===== config.mk =====
export PLATFORM = sky130hd
export DESIGN_NAME = fetch_controller
export DESIGN_NICKNAME = d
export VERILOG_FILES = /design/src/rtl/cpu_pkg.sv /design/src/rtl/fetch_output_reg.sv /design/src/rtl/fetch_controller.sv
export SDC_FILE = /design/constraint.sdc
export NUM_CORES = 1
export LEC_CHECK = 0
export ABC_AREA = 1
export ABC_CLOCK_PERIOD_IN_PS = 3400
export BUFFER_PORTS_ARGS = -buffer_cell sky130_fd_sc_hd__buf_2
export CORE_UTILIZATION = 55
export DETAILED_ROUTE_END_ITERATION = 7
export GPL_TIMING_DRIVEN = 0
export PLACE_DENSITY = 0.88
export SLEW_MARGIN = 10
export SYNTH_ARGS = -nofsm -noshare
export SYNTH_HDL_FRONTEND = slang
export SYNTH_SLANG_ARGS = --single-unit

===== constraint.sdc =====
create_clock -name clk -period 3.4 [get_ports clk]
set_input_delay 0.17 -clock clk [delete_from_list [all_inputs] [get_ports clk]]
set_output_delay 0.17 -clock clk [all_outputs]
set_load 0.05 [all_outputs]

===== src/rtl/cpu_pkg.sv =====
// Shared CPU definitions: fetch FSM state encoding, opcode constants and word width.
package cpu_pkg;

    localparam int unsigned INSTR_W = 32;

    typedef enum logic [1:0] {
        ST_IDLE   = 2'd0,
        ST_RUN    = 2'd1,
        ST_HALTED = 2'd2
    } fetch_state_e;

    localparam logic [7:0] OPCODE_LW   = 8'h23;
    localparam logic [7:0] OPCODE_SB   = 8'h28;
    localparam logic [7:0] OPCODE_SLT  = 8'h2a;
    localparam logic [7:0] OPCODE_HALT = 8'h60;

endpackage


===== src/rtl/fetch_output_reg.sv =====
// One-entry valid/ready output register: load replaces, flush empties, otherwise
// the word holds until the consumer takes it.
module fetch_output_reg
    import cpu_pkg::*;
#(
    parameter int unsigned ADDR_W = 8
) (
    input  logic               clk,
    input  logic               rst,
    input  logic               i_load,
    input  logic               i_flush,
    input  logic               i_ready,
    input  logic [INSTR_W-1:0] i_instr,
    input  logic [ADDR_W-1:0]  i_pc,
    output logic               o_valid,
    output logic [INSTR_W-1:0] o_instr,
    output logic [ADDR_W-1:0]  o_pc
);

    logic               r_valid;
    logic [INSTR_W-1:0] r_instr;
    logic [ADDR_W-1:0]  r_pc;

    // Flush wins over load; a transferred word with no replacement leaves the register empty.
    always_ff @(posedge clk or posedge rst) begin
        if (rst) begin
            r_valid <= 1'b0;
            r_instr <= '0;
            r_pc    <= '0;
        end else if (i_flush) begin
            r_valid <= 1'b0;
        end else if (i_load) begin
            r_valid <= 1'b1;
            r_instr <= i_instr;
            r_pc    <= i_pc;
        end else if (r_valid && i_ready) begin
            r_valid <= 1'b0;
        end
    end

    assign o_valid = r_valid;
    assign o_instr = r_instr;
    assign o_pc    = r_pc;

endmodule


===== src/rtl/fetch_controller.sv =====
// Instruction fetch sequencer: owns the PC, drives the instruction memory address,
// captures words for decode, stops on HALT and accepts redirects from execute.
module fetch_controller
    import cpu_pkg::*;
#(
    parameter int unsigned      ADDR_W      = 8,
    parameter logic [ADDR_W-1:0] RESET_PC   = '0,
    parameter logic [7:0]       HALT_OPCODE = OPCODE_HALT
) (
    input  logic               clk,
    input  logic               reset,
    input  logic               start,
    output logic [31:0]        imem_address,
    input  logic [INSTR_W-1:0] imem_instruction,
    input  logic               redirect_valid,
    input  logic [ADDR_W-1:0]  redirect_target,
    output logic               out_valid,
    input  logic               out_ready,
    output logic [INSTR_W-1:0] out_instruction,
    output logic [ADDR_W-1:0]  out_pc,
    output logic               halted,
    output logic               busy,
    output logic [31:0]        fetch_count
);

    fetch_state_e       r_state;
    fetch_state_e       w_state_nxt;
    logic [ADDR_W-1:0]  r_pc;
    logic [ADDR_W-1:0]  w_pc_nxt;
    logic [31:0]        r_fetch_count;
    logic               w_load;
    logic               w_flush;
    logic               w_advance;
    logic               w_is_halt;
    logic               w_out_valid;

    assign w_advance = !w_out_valid || out_ready;
    assign w_is_halt = (imem_instruction[INSTR_W-1 -: 8] == HALT_OPCODE);

    always_ff @(posedge clk or posedge reset) begin
        if (reset) begin
            r_state       <= ST_IDLE;
            r_pc          <= RESET_PC;
            r_fetch_count <= '0;
        end else begin
            r_state <= w_state_nxt;
            r_pc    <= w_pc_nxt;
            if (w_load && (r_fetch_count != '1)) begin
                r_fetch_count <= r_fetch_count + 32'd1;
            end
        end
    end

    // Next state, next PC and capture control; a redirect outranks any capture.
    always_comb begin
        w_state_nxt = r_state;
        w_pc_nxt    = r_pc;
        w_load      = 1'b0;
        w_flush     = 1'b0;
        case (r_state)
            ST_IDLE: begin
                if (start) begin
                    w_state_nxt = ST_RUN;
                end
                if (redirect_valid) begin
                    w_pc_nxt = redirect_target;
                end
            end
            ST_RUN: begin
                if (redirect_valid) begin
                    w_flush  = 1'b1;
                    w_pc_nxt = redirect_target;
                end else if (w_advance) begin
                    w_load = 1'b1;
                    if (w_is_halt) begin
                        w_state_nxt = ST_HALTED;
                    end else begin
                        w_pc_nxt = r_pc + ADDR_W'(1);
                    end
                end
            end
            ST_HALTED: begin
                if (redirect_valid) begin
                    w_flush     = 1'b1;
                    w_pc_nxt    = redirect_target;
                    w_state_nxt = ST_RUN;
                end
            end
            default: begin
                w_state_nxt = ST_IDLE;
            end
        endcase
    end

    fetch_output_reg #(
        .ADDR_W (ADDR_W)
    ) u_out_reg (
        .clk     (clk),
        .rst     (reset),
        .i_load  (w_load),
        .i_flush (w_flush),
        .i_ready (out_ready),
        .i_instr (imem_instruction),
        .i_pc    (r_pc),
        .o_valid (w_out_valid),
        .o_instr (out_instruction),
        .o_pc    (out_pc)
    );

    assign imem_address = 32'(r_pc);
    assign out_valid    = w_out_valid;
    assign halted       = (r_state == ST_HALTED);
    assign busy         = (r_state == ST_RUN);
    assign fetch_count  = r_fetch_count;

endmodule


==> results.py, run 1 <==
metrics = {
    "logic_synthesis": {
        "syn_area_per_cell_um2": 7.11,
        "synth.cell_area_um2": 4640,
        "syn_inst": 652,
        "yosysWarnings": 0,
        "synth.yosys.seq_area_share_pct": 44.8,
        "synth_cell_type_count": 31,
        "synth_top_area_cell": "sky130_fd_sc_hd__dfrtp_1",
        "synth_top_cells_by_area": "sky130_fd_sc_hd__dfrtp_1, sky130_fd_sc_hd__nand2_1, sky130_fd_sc_hd__nor2_1",
        "postSynthRegisterBits": 83,
        "synth_top_area_share_pct": 44.8,
    },
    "finish": {
        "antenna_diode_count": 0,
        "layout-drive-gt1-share_pct": 23.5,
        "filler_cell_count": 688,
        "finalCoreUtilization_pct": 70.1,
        "synthToLayoutAreaGrowth_pct": 23.6,
        "finalNonFillerCells": 925,
        "multi_input_area_um2": 2150,
        "fin_nets": 865,
        "ff_latch_area_um2": 2080,
    },
    "timing": {
        "rsz_0062_raised_after_global_routing": "no",
        "slew_violations": 0,
        "finClkSkew_ps": 9.38,
        "transition_time_of_the_tightest_slew_check_pin_ps": 567,
        "setup_tns_ps": 0,
        "worst_slack_ps": 1210,
        "timing_hold_violations_final": 0,
        "tmin_final_ps": 2190,
        "report.final.setup_viol": 0,
        "timing.slew.headroom_pct": 62.0,
        "achievable-frequency_ghz": 0.456,
        "post-route-period-util_pct": 64.4,
    },
    "power_and_ir_drop": {
        "peakVddDrop_mv": 0.746,
        "power-per-cell-area_nw_per_um2": 809,
        "power_leakage_nw": 3.26,
        "combPwrFrac_pct": 51.3,
        "fraction_of_power_consumed_by_the_clock_network_pct": 15.8,
        "power.internal_w": 0.00219,
        "sw_frac_of_total_pct": 52.7,
        "switchingPower_w": 0.00244,
        "share_seq_of_total_power_pct": 32.9,
    },
    "place": {
        "placed_cells": 908,
        "dp_slack_ps": 1260,
        "gp_congestion": 0.902,
        "port_buffers": 127,
        "detailed_place_hpwl_mm": 8.66,
    },
    "worst_setup_path": {
        "critical_path_required_ps": 3620,
        "rr_worst_depth": 10,
        "worstSetupStartpointType": "register",
        "critical_path.cell_chain": "inv_1, ha_1, inv_1, nand2_1, nor2_1, clkinv_1, nand2_1, o21ai_0, nand2_1, o21ai_0",
        "endpoint_kind": "register",
        "cp_max_fo": 9,
        "critical_path_class": "register to register",
        "arrival_ps": 2410,
        "cp_slowest_cell": "sky130_fd_sc_hd__nor2_1",
        "max_stage_delay_ps": 440,
        "worst_path_most_repeated_cell": "sky130_fd_sc_hd__nand2_1",
        "setup.reg_to_reg.worst_slack_ps": 1210,
    },
    "clocking": {
        "cts_sinks": 83,
        "cts_tree": "built",
        "path_clk_slew_ps": 100,
        "cts.path.max_buffers": 2,
        "cts_root_buf": "sky130_fd_sc_hd__clkbuf_8",
        "htree_levels": 3,
        "numCtsBuffers": 9,
        "ctsResizeCount": 0,
        "insertion_delay_ps": 350,
    },
    "drt": {
        "route.met3.wl_um": 710,
        "drt_iter0_drc": 200,
        "drt-met1-wl_mm": 4.84,
        "vias_after_detailed_routing": 4475,
        "drt.antenna.violating_nets": 0,
        "postRouteWirelength_mm": 11.3,
        "drc": 0,
        "met2WireLength_mm": 5.51,
        "first_pass_drt_iterations": 5,
        "post_drt_via_cell_ratio": 4.84,
        "wl_per_cell_um": 12.2,
        "maxUsedRoutingLayer": "met4",
    },
    "floorplan": {
        "design.die.area_um2": 8800,
        "die_h_um": 93.8,
        "io_pins": 152,
        "core_box_area_um2": 8180,
        "initial_utilization_pct": 56.7,
        "placementRows": 33,
        "die_w_um": 93.8,
    },
    "run": {
        "drv_cap": 0,
    },
    "global_routing": {
        "antenna_violations_before_repair": 0,
        "grt_pass1_wl_mm": 19.5,
        "grt-ovfl-total": 0,
        "groute.usage.overall_pct": 27.9,
        "grt_start_max_net_pins": 66,
        "first_global_vias": 4412,
    },
    "hold_path": {
        "hold_depth": 3,
        "timing.hold.worst.class": "primary input to register",
    },
    "outcome": {
        "status": "complete, no violations",
    },
}
-- worst paths after layout --
path | to | start
max | r_pc[0]$_DFFE_PP0P_ | r_state[0]$_DFFE_PP0P_
min | u_out_reg.o_instr[2]$_DFFE_PP0P_ | imem_instruction[2]
max reg2reg | r_pc[0]$_DFFE_PP0P_ | r_state[0]$_DFFE_PP0P_
min reg2reg | u_out_reg.o_instr[29]$_DFFE_PP0P_ | u_out_reg.o_instr[29]$_DFFE_PP0P_
max in group asynchronous | r_pc[6]$_DFFE_PP0P_ | reset
min in group asynchronous | u_out_reg.o_instr[2]$_DFFE_PP0P_ | reset
-- Yosys cell counts --
cell type	n
sky130_fd_sc_hd__o22ai_1	1
sky130_fd_sc_hd__nor3_2	1
sky130_fd_sc_hd__nand3_1	26
sky130_fd_sc_hd__nor2_4	3
sky130_fd_sc_hd__nor3_1	2
sky130_fd_sc_hd__xor2_1	7
sky130_fd_sc_hd__buf_2	7
sky130_fd_sc_hd__nand3b_1	1
sky130_fd_sc_hd__dfrtp_1	83
sky130_fd_sc_hd__o21ai_0	24
sky130_fd_sc_hd__nor2_2	1
sky130_fd_sc_hd__buf_12	1
sky130_fd_sc_hd__inv_2	2
sky130_fd_sc_hd__ha_1	5
sky130_fd_sc_hd__a21oi_1	1
sky130_fd_sc_hd__buf_8	1
sky130_fd_sc_hd__conb_1	1
sky130_fd_sc_hd__or2_2	1
sky130_fd_sc_hd__o21ai_1	1
sky130_fd_sc_hd__clkbuf_1	2
sky130_fd_sc_hd__buf_6	2
sky130_fd_sc_hd__o21bai_1	1
sky130_fd_sc_hd__xnor2_1	9
sky130_fd_sc_hd__inv_1	54
sky130_fd_sc_hd__clkinv_1	1
sky130_fd_sc_hd__nor2_1	56
sky130_fd_sc_hd__buf_4	25
sky130_fd_sc_hd__nand2_2	1
sky130_fd_sc_hd__nand2_4	3
sky130_fd_sc_hd__nand2_1	321
sky130_fd_sc_hd__nand4_1	8
-- cell type report --
class | instances | area share (%)
tap | 105 | 2.29
multi-input combinational | 497 | 37.4
clock inverter | 7 | 1.33
inverter | 57 | 3.78
sequential | 83 | 36.2
timing repair buffer | 129 | 11.7
clock buffer | 9 | 2.16
buffer | 38 | 5.02
-- worst max-delay path, delay by kind of cell (launching register included) --
kind                       cells  cell delay (ps)
DFF                            1              430
AOI/OAI and AO/OA              2              160
adders and majority gates      1              220
and+or+nand+nor                4              700
buffers and inverters          3              540
-- layer usage --
metal	track usage [%]	up-vias
li1	-	2266
met1	35.1	2028
met2	47.1	161
met3	6.88	20
met4	8.59	0
met5	0	-
-- layout by cell type (no fill, tap or decap), types with 3 or more instances in the layout --
| master | n |
|---|---|
| sky130_fd_sc_hd__conb_1 | 24 |
| sky130_fd_sc_hd__ha_1 | 5 |
| sky130_fd_sc_hd__nand2_4 | 3 |
| sky130_fd_sc_hd__nand2_1 | 321 |
| sky130_fd_sc_hd__clkbuf_8 | 9 |
| sky130_fd_sc_hd__xor2_1 | 7 |
| sky130_fd_sc_hd__xnor2_1 | 9 |
| sky130_fd_sc_hd__o21ai_0 | 24 |
| sky130_fd_sc_hd__nand3_1 | 26 |
| sky130_fd_sc_hd__dfrtp_1 | 83 |
| sky130_fd_sc_hd__nor2_1 | 56 |
| sky130_fd_sc_hd__nor2_4 | 3 |
| sky130_fd_sc_hd__buf_2 | 134 |
| sky130_fd_sc_hd__nand4_1 | 8 |
| sky130_fd_sc_hd__inv_1 | 53 |
| sky130_fd_sc_hd__buf_4 | 25 |
-- stage by stage --
step	power, W	area [µm²]	hold slack (ps)
2_1_floorplan	0.00335	4720	287
3_3_place_gp	0.00385	5490	370
3_5_place_dp	0.00392	5520	132
4_1_cts	0.00466	5730	5.59
5_1_grt	0.00493	5730	1.94
6_report	0.00464	5730	17.2
-- power groups by stage --
| stage | combinational [W] | clock [W] | sequential (W) |
|---|---|---|---|
| global placement | 0.00233 | 0 | 0.00152 |
| global route | 0.00257 | 0.000798 | 0.00156 |
| detailed placement | 0.00239 | 0 | 0.00153 |
| finish | 0.00238 | 0.000733 | 0.00152 |
| floorplan | 0.000837 | 0 | 0.00251 |
| CTS | 0.00239 | 0.000748 | 0.00152 |
-- sequential cells by signal, summed over array words and instances (netlist names) --
| register | cells |
|---|---|
| u_out_reg.o_pc | 8 |
| u_out_reg.o_valid | 1 |
| r_pc | 8 |
| u_out_reg.o_instr | 32 |
| fetch_count | 32 |
| r_state | 2 |
-- cell families after synthesis --
kind of cell	after synthesis	share of synthesized area (%)
other	1	0.0809
AND/OR/NAND/NOR	424	36.8
flip-flops	83	44.8
adder cells (fa/ha/maj)	5	1.35
buffers and inverters	95	10.8
AO/OA/AOI/OAI	28	3.10
XOR/XNOR	16	3.02
-- repair_timing --
action                                 4_1_cts  5_1_grt
setup buffers                                0        0
hold buffers                                 1        0
endpoints found under the hold margin       18        0
Note: power is estimated with default switching activity, not from simulation.
==> run 2: changes to the inputs <==
Settings changed: ABC_AREA 1 to 0, ABC_CLOCK_PERIOD_IN_PS 3400 to 2110, CORE_UTILIZATION 55 to 49, PLACE_DENSITY 0.88 to 0.82.
Clock period 3.4 ns to 2.11 ns, I/O delays scaled along.
==> run 2 against run 1 <==
Compared with the run above:
- sequential power is 64% higher
- critical path type unchanged
- worst setup slack worse by 1100 ps
- flip-flop and latch count stayed put
- total power is 68% higher
==> results.py, run 2 <==
metrics = {
    "logic_synthesis": {
        "synth_top_area_cell": "sky130_fd_sc_hd__dfrtp_1",
        "synth_top_cells_by_area": "sky130_fd_sc_hd__dfrtp_1, sky130_fd_sc_hd__nand2_1, sky130_fd_sc_hd__buf_4",
        "yosysWarnings": 0,
        "synth.yosys.seq_area_share_pct": 51.4,
        "count_of_flip_flops_with_a_built_in_enable_after_synthesis": 0,
        "syn_inst": 424,
        "postSynthRegisterBits": 83,
        "synth_common_cells": "sky130_fd_sc_hd__nand2_1, sky130_fd_sc_hd__dfrtp_1, sky130_fd_sc_hd__buf_4",
        "synth.cell_area_um2": 4040,
        "syn_area_per_cell_um2": 9.52,
        "synth.most_common_cell": "sky130_fd_sc_hd__nand2_1",
        "synth_cell_type_count": 48,
        "synth_top_area_share_pct": 51.4,
        "ys.flop_type": "sky130_fd_sc_hd__dfrtp_1",
        "async_reset_ff_share_pct": 100,
    },
    "run": {
        "drv_cap": 0,
    },
    "worst_setup_path": {
        "arrival_ps": 2270,
        "critical_path_required_ps": 2350,
        "cp_num_buf_inv": 0,
        "critical_path.top_delay_family": "simple AND/OR/NAND/NOR gates",
        "critical_path.cell_chain": "ha_2, nand4_4, nor4_4, nand3_2, or4_1, o21a_1",
        "worst_r2r_startpoint": "fetch_count[0]$_DFFE_PP0P_",
        "cp_max_fo": 5,
        "cp-startpoint": "fetch_count[0]$_DFFE_PP0P_",
        "endpoint_kind": "register",
        "max_stage_delay_ps": 510,
        "rr_worst_depth": 6,
        "cp_slowest_cell": "sky130_fd_sc_hd__or4_1",
        "cp.depth": 6,
        "critical_path_class": "register to register",
        "worstSetupStartpointType": "register",
    },
    "hold_path": {
        "hold_depth": 3,
        "timing.hold.worst.class": "primary input to register",
        "hold_sp": "redirect_target[1]",
    },
    "drt": {
        "first_pass_drt_iterations": 4,
        "drc": 0,
        "drt_iter0_drc": 143,
        "drt.antenna.violating_nets": 0,
        "vias_after_detailed_routing": 3741,
        "postRouteWirelength_mm": 10.1,
        "post_drt_via_cell_ratio": 5.10,
        "wl_per_cell_um": 13.7,
    },
    "power_and_ir_drop": {
        "power-per-cell-area_nw_per_um2": 1380,
        "power_leakage_nw": 2.93,
        "switchingPower_w": 0.00395,
        "peakVddDrop_mv": 1.09,
        "fraction_of_power_consumed_by_the_clock_network_pct": 16.6,
        "sw_frac_of_total_pct": 50.8,
        "power.internal_w": 0.00383,
        "combPwrFrac_pct": 51.2,
        "share_seq_of_total_power_pct": 32.2,
        "totalPowerFinal_w": 0.00778,
    },
    "place": {
        "placed_cells": 678,
        "port_buffers": 127,
        "detailed_place_hpwl_mm": 6.98,
        "placement_cell_area_um2": 4960,
        "gp_congestion": 0.788,
    },
    "finish": {
        "layout-drive-gt1-share_pct": 34.2,
        "finalNonFillerCells": 733,
        "multi_input_area_um2": 1860,
        "ff_latch_area_um2": 2100,
        "layout.cells.most_common_list": "sky130_fd_sc_hd__nand2_1, sky130_fd_sc_hd__buf_2, sky130_fd_sc_hd__dfrtp_1, sky130_fd_sc_hd__dlygate4sd3_1, sky130_fd_sc_hd__buf_4",
        "antenna_diode_count": 0,
        "fin_nets": 676,
        "final_common_cell": "sky130_fd_sc_hd__nand2_1",
        "filler_cell_count": 616,
        "post-route-cell-area_um2": 5630,
        "synthToLayoutAreaGrowth_pct": 39.5,
    },
    "floorplan": {
        "placementRows": 32,
        "initial_utilization_pct": 51.5,
        "core_box_area_um2": 7850,
        "die_w_um": 92.8,
        "io_pins": 152,
        "design.die.area_um2": 8610,
        "die_h_um": 92.8,
    },
    "clocking": {
        "cts.path.max_buffers": 2,
        "path_clk_slew_ps": 90,
        "numCtsBuffers": 9,
        "cts_root_buf": "sky130_fd_sc_hd__clkbuf_8",
        "cts_tree": "built",
        "htree_levels": 3,
        "insertion_delay_ps": 350,
        "cts_sinks": 83,
    },
    "global_routing": {
        "antenna_violations_before_repair": 0,
        "grt_pass1_wl_mm": 16.2,
        "grt-ovfl-total": 0,
        "groute.usage.overall_pct": 23.8,
        "grt_start_max_net_pins": 33,
        "first_global_vias": 3448,
    },
    "timing": {
        "slew_violations": 0,
        "tmin_final_ps": 2030,
        "post-route-period-util_pct": 96.0,
        "transition_time_of_the_tightest_slew_check_pin_ps": 641,
        "setup_tns_ps": 0,
        "achievable-frequency_ghz": 0.493,
        "timing_hold_violations_final": 0,
        "timing.slew.headroom_pct": 57.2,
        "finalHoldWorstSlack_ps": 55.3,
        "report.final.setup_viol": 0,
        "finClkSkew_ps": 14.6,
    },
    "outcome": {
        "status": "complete, no violations",
    },
}
## run 2: kinds of logic after synthesis
group           share of synthesized area, %
simple gates                            26.9
flops                                   51.4
buf+inv                                 6.60
compound gates                          7.22
xor+xnor                                5.64
fa+ha+maj                               1.55
mux                                    0.527
other cells                           0.0929
## run 2: timing repair
item                       CTS  global route
setup buffers                1             4
gates resized for setup      1            15
pin swaps                    1             3
setup endpoints to repair   23            27
hold endpoints to repair    58             0
hold buffers                33             0
cloned                       0             1
## run 2: final cells by class
type / instances / share of cell area [%]
clock inverters: 5 / 1.51
plain buffers: 37 / 4.22
inverters: 9 / 0.666
multi-input cells: 319 / 33.1
clock buffers: 11 / 2.51
repair buffers: 167 / 18.5
flip-flops and latches: 83 / 37.2
well taps: 102 / 2.27
## run 2: final timing paths
kind                            slack (ps)                                end
worst max register to register          80        fetch_count[30]$_DFFE_PP0P_
worst min register to register         470      u_out_reg.o_pc[4]$_DFFE_PP0P_
worst max-delay path                    80        fetch_count[30]$_DFFE_PP0P_
min in group asynchronous              400  u_out_reg.o_instr[18]$_DFFE_PP0P_
max in group asynchronous             1140                r_pc[7]$_DFFE_PP0P_
worst min-delay path                    60                r_pc[1]$_DFFE_PP0P_
## run 2: stage by stage
stage | utilization [%] | setup WS (ps)
3_3_place_gp | 62.7 | -127
5_1_grt | 71.8 | -3.29
3_5_place_dp | 63.2 | -178
6_report | 71.8 | 83.6
2_1_floorplan | - | 1.63
4_1_cts | 70.5 | -122
## run 2: worst reg2reg max path: stages (launching register included)
cell and delay (ps):
sky130_fd_sc_hd__dfrtp_2 420, sky130_fd_sc_hd__ha_2 250, sky130_fd_sc_hd__nand4_4 170, sky130_fd_sc_hd__nor4_4 330, sky130_fd_sc_hd__nand3_2 130, sky130_fd_sc_hd__or4_1 510
sky130_fd_sc_hd__o21a_1 130
## run 2: power groups by stage
stage	combinational (W)	sequential (W)	clock [W]
2_1_floorplan	0.00132	0.00415	0
3_3_place_gp	0.00378	0.00249	0
3_5_place_dp	0.00386	0.00251	0
4_1_cts	0.00391	0.00249	0.00130
5_1_grt	0.00425	0.00258	0.00138
6_report	0.00399	0.00250	0.00129
## run 2: layer usage
layer	track usage (%)	part of all wire (%)	wire length [µm]
met5	0	0	0
met4	9.10	2.9	293
met3	4.02	5.6	569
met2	41.1	50	5030
met1	29.7	42	4180
==> run 3: changes to the inputs <==
Settings changed: CORE_UTILIZATION 49 to 25, PLACE_DENSITY 0.82 to 0.48.
==> run 3 against run 2 <==
Compared with the run above:
- first-iteration DRC count fell by 20%
- global-route usage fell by 9.8 points
- register-to-register slack better by 30 ps
- largest power group unchanged
- critical endpoint is now fetch_count[1]$_DFFE_PP0P_
==> results.py, run 3 (synthesized netlist as in run 2, its figures left out) <==
metrics = {
    "worst_setup_path": {
        "worstSetupStartpointType": "register",
        "cp_max_fo": 10,
        "critical_path_class": "register to register",
        "worst_r2r_startpoint": "r_state[1]$_DFFE_PP0P_",
        "endpoint_kind": "register",
        "setup.reg_to_reg.worst_slack_ps": 110,
        "worstReg2RegEnd": "fetch_count[1]$_DFFE_PP0P_",
        "arrival_ps": 2210,
        "rr_worst_depth": 8,
        "critical_path_required_ps": 2330,
    },
    "global_routing": {
        "grt-ovfl-total": 0,
        "top_usage_layer": "met2",
        "grt_start_max_net_pins": 37,
        "antenna_violations_before_repair": 0,
        "globalRouteMet1Util_pct": 17.8,
        "first_global_vias": 3408,
        "use_met2_pct": 22.6,
        "groute.usage.overall_pct": 14.0,
        "grt_pass1_wl_mm": 17.9,
        "use_met3_pct": 3.34,
    },
    "timing": {
        "finalHoldWorstSlack_ps": 13.5,
        "timing_hold_violations_final": 0,
        "post-route-period-util_pct": 94.7,
        "setup_tns_ps": 0,
        "slew_violations": 0,
        "achievable-frequency_ghz": 0.501,
        "timing.slew.headroom_pct": 44.4,
        "rsz_0062_raised_after_global_routing": "no",
        "tmin_final_ps": 2000,
        "report.final.setup_viol": 0,
        "finClkSkew_ps": 4.94,
        "transition_time_of_the_tightest_slew_check_pin_ps": 832,
    },
    "drt": {
        "post_drt_via_cell_ratio": 4.30,
        "drc": 0,
        "wl_per_cell_um": 13.3,
        "postRouteWirelength_mm": 11.2,
        "first_pass_drt_iterations": 6,
        "drt.antenna.violating_nets": 0,
        "vias_after_detailed_routing": 3626,
        "drt_iter0_drc": 114,
    },
    "outcome": {
        "status": "complete, no violations",
    },
    "floorplan": {
        "design.die.area_um2": 16700,
        "die_h_um": 129,
        "die_w_um": 129,
        "core_box_area_um2": 15800,
        "initial_utilization_pct": 25.5,
        "placementRows": 46,
        "io_pins": 152,
    },
    "hold_path": {
        "hold_sp": "imem_instruction[28]",
        "worstHoldEndpoint": "u_out_reg.o_instr[28]$_DFFE_PP0P_",
        "timing.hold.worst.class": "primary input to register",
        "hold_depth": 3,
    },
    "clocking": {
        "numCtsBuffers": 9,
        "cts.path.max_buffers": 2,
        "htree_levels": 3,
        "cts_root_buf": "sky130_fd_sc_hd__clkbuf_16",
        "cts_sinks": 83,
        "path_clk_slew_ps": 60,
        "insertion_delay_ps": 340,
        "cts_tree": "built",
    },
    "finish": {
        "ff_latch_area_um2": 2100,
        "layout.cells.most_common_list": "sky130_fd_sc_hd__nand2_1, sky130_fd_sc_hd__buf_2, sky130_fd_sc_hd__dfrtp_1, sky130_fd_sc_hd__dlygate4sd3_1, sky130_fd_sc_hd__buf_4",
        "fin_nets": 672,
        "multi_input_area_um2": 1850,
        "filler_cell_count": 1631,
        "final_common_cell": "sky130_fd_sc_hd__nand2_1",
        "finalCoreUtilization_pct": 36.8,
        "synthToLayoutAreaGrowth_pct": 44.4,
        "layout-drive-gt1-share_pct": 33.5,
        "antenna_diode_count": 0,
    },
    "power_and_ir_drop": {
        "peakVddDrop_mv": 0.918,
        "power_leakage_nw": 2.96,
        "power-per-cell-area_nw_per_um2": 1400,
    },
    "run": {
        "drv_cap": 0,
    },
    "place": {
        "gp_congestion": 0.806,
        "port_buffers": 127,
        "detailed_place_hpwl_mm": 8.14,
    },
}
-- run 3: what timing repair did --
| item | 4_1_cts | 5_1_grt |
|---|---|---|
| endpoints found under the setup margin | 58 | 45 |
| pin swaps | 2 | 1 |
| hold buffers | 32 | 0 |
| resized for setup | 4 | 11 |
| hold endpoints to repair | 66 | 0 |
| buffers inserted | 3 | 0 |
-- run 3: final cells by class --
class	instances	area share, %
Clock inverter	2	0.601
Tap cell	216	4.63
Clock buffer	14	4.70
Multi-Input combinational cell	318	31.7
Timing Repair Buffer	164	17.7
Sequential cell	83	36.0
Inverter	9	0.644
Buffer	37	4.08
-- run 3: critical path: stages (launching register included) --
cell	delay [ps]
sky130_fd_sc_hd__dfrtp_1	420
sky130_fd_sc_hd__inv_1	130
sky130_fd_sc_hd__ha_4	190
sky130_fd_sc_hd__nand2b_4	100
sky130_fd_sc_hd__or2_1	220
sky130_fd_sc_hd__buf_4	190
sky130_fd_sc_hd__a31oi_4	180
sky130_fd_sc_hd__buf_12	150
sky130_fd_sc_hd__mux2_1	310
-- run 3: how the worst max path moves through the flow --
stage                                          start                          end  slack, ps  cells past startpoint
after detailed placement      r_state[1]$_DFFE_PP0P_  fetch_count[31]$_DFFE_PP0P_       -310                      7
after global routing      fetch_count[0]$_DFFE_PP0P_  fetch_count[14]$_DFFE_PP0P_         10                      7
after global placement        r_state[1]$_DFFE_PP0P_  fetch_count[31]$_DFFE_PP0P_       -250                      7
after floorplan           fetch_count[0]$_DFFE_PP0P_  fetch_count[30]$_DFFE_PP0P_          2                      6
final                         r_state[1]$_DFFE_PP0P_   fetch_count[1]$_DFFE_PP0P_        110                      8
after CTS                     r_state[1]$_DFFE_PP0P_          r_pc[7]$_DFFE_PP0P_          1                      7
-- run 3: power breakdown --
group | switching, W | leakage [nW] | internal, W | total, W
sequential | 0.000396 | 1.04 | 0.00211 | 0.00250
clock | 0.000630 | 0.153 | 0.00101 | 0.00164
combinational | 0.00297 | 1.77 | 0.00102 | 0.00400
total | 0.00400 | 2.96 | 0.00414 | 0.00814
-- run 3: routing by layer --
layer | vias up | wire length (µm) | part of all wire, %
li1 | 1794 | - | -
met1 | 1711 | 5010 | 45
met2 | 107 | 5360 | 48
met3 | 14 | 614 | 5.5
met4 | 0 | 235 | 2.1
met5 | - | 0 | 0
-- run 3: stage by stage --
step | setup slack [ps] | instances | instance area [µm²] | total power (W)
final | 112 | 843 | 5830 | 0.00814
after global routing | 11.5 | 843 | 5830 | 0.00866
after CTS | 1.39 | 843 | 5790 | 0.00823
after detailed placement | -305 | 792 | 5110 | 0.00643
after global placement | -254 | 790 | 5070 | 0.00637
after floorplan | 1.63 | 447 | 4160 | 0.00546
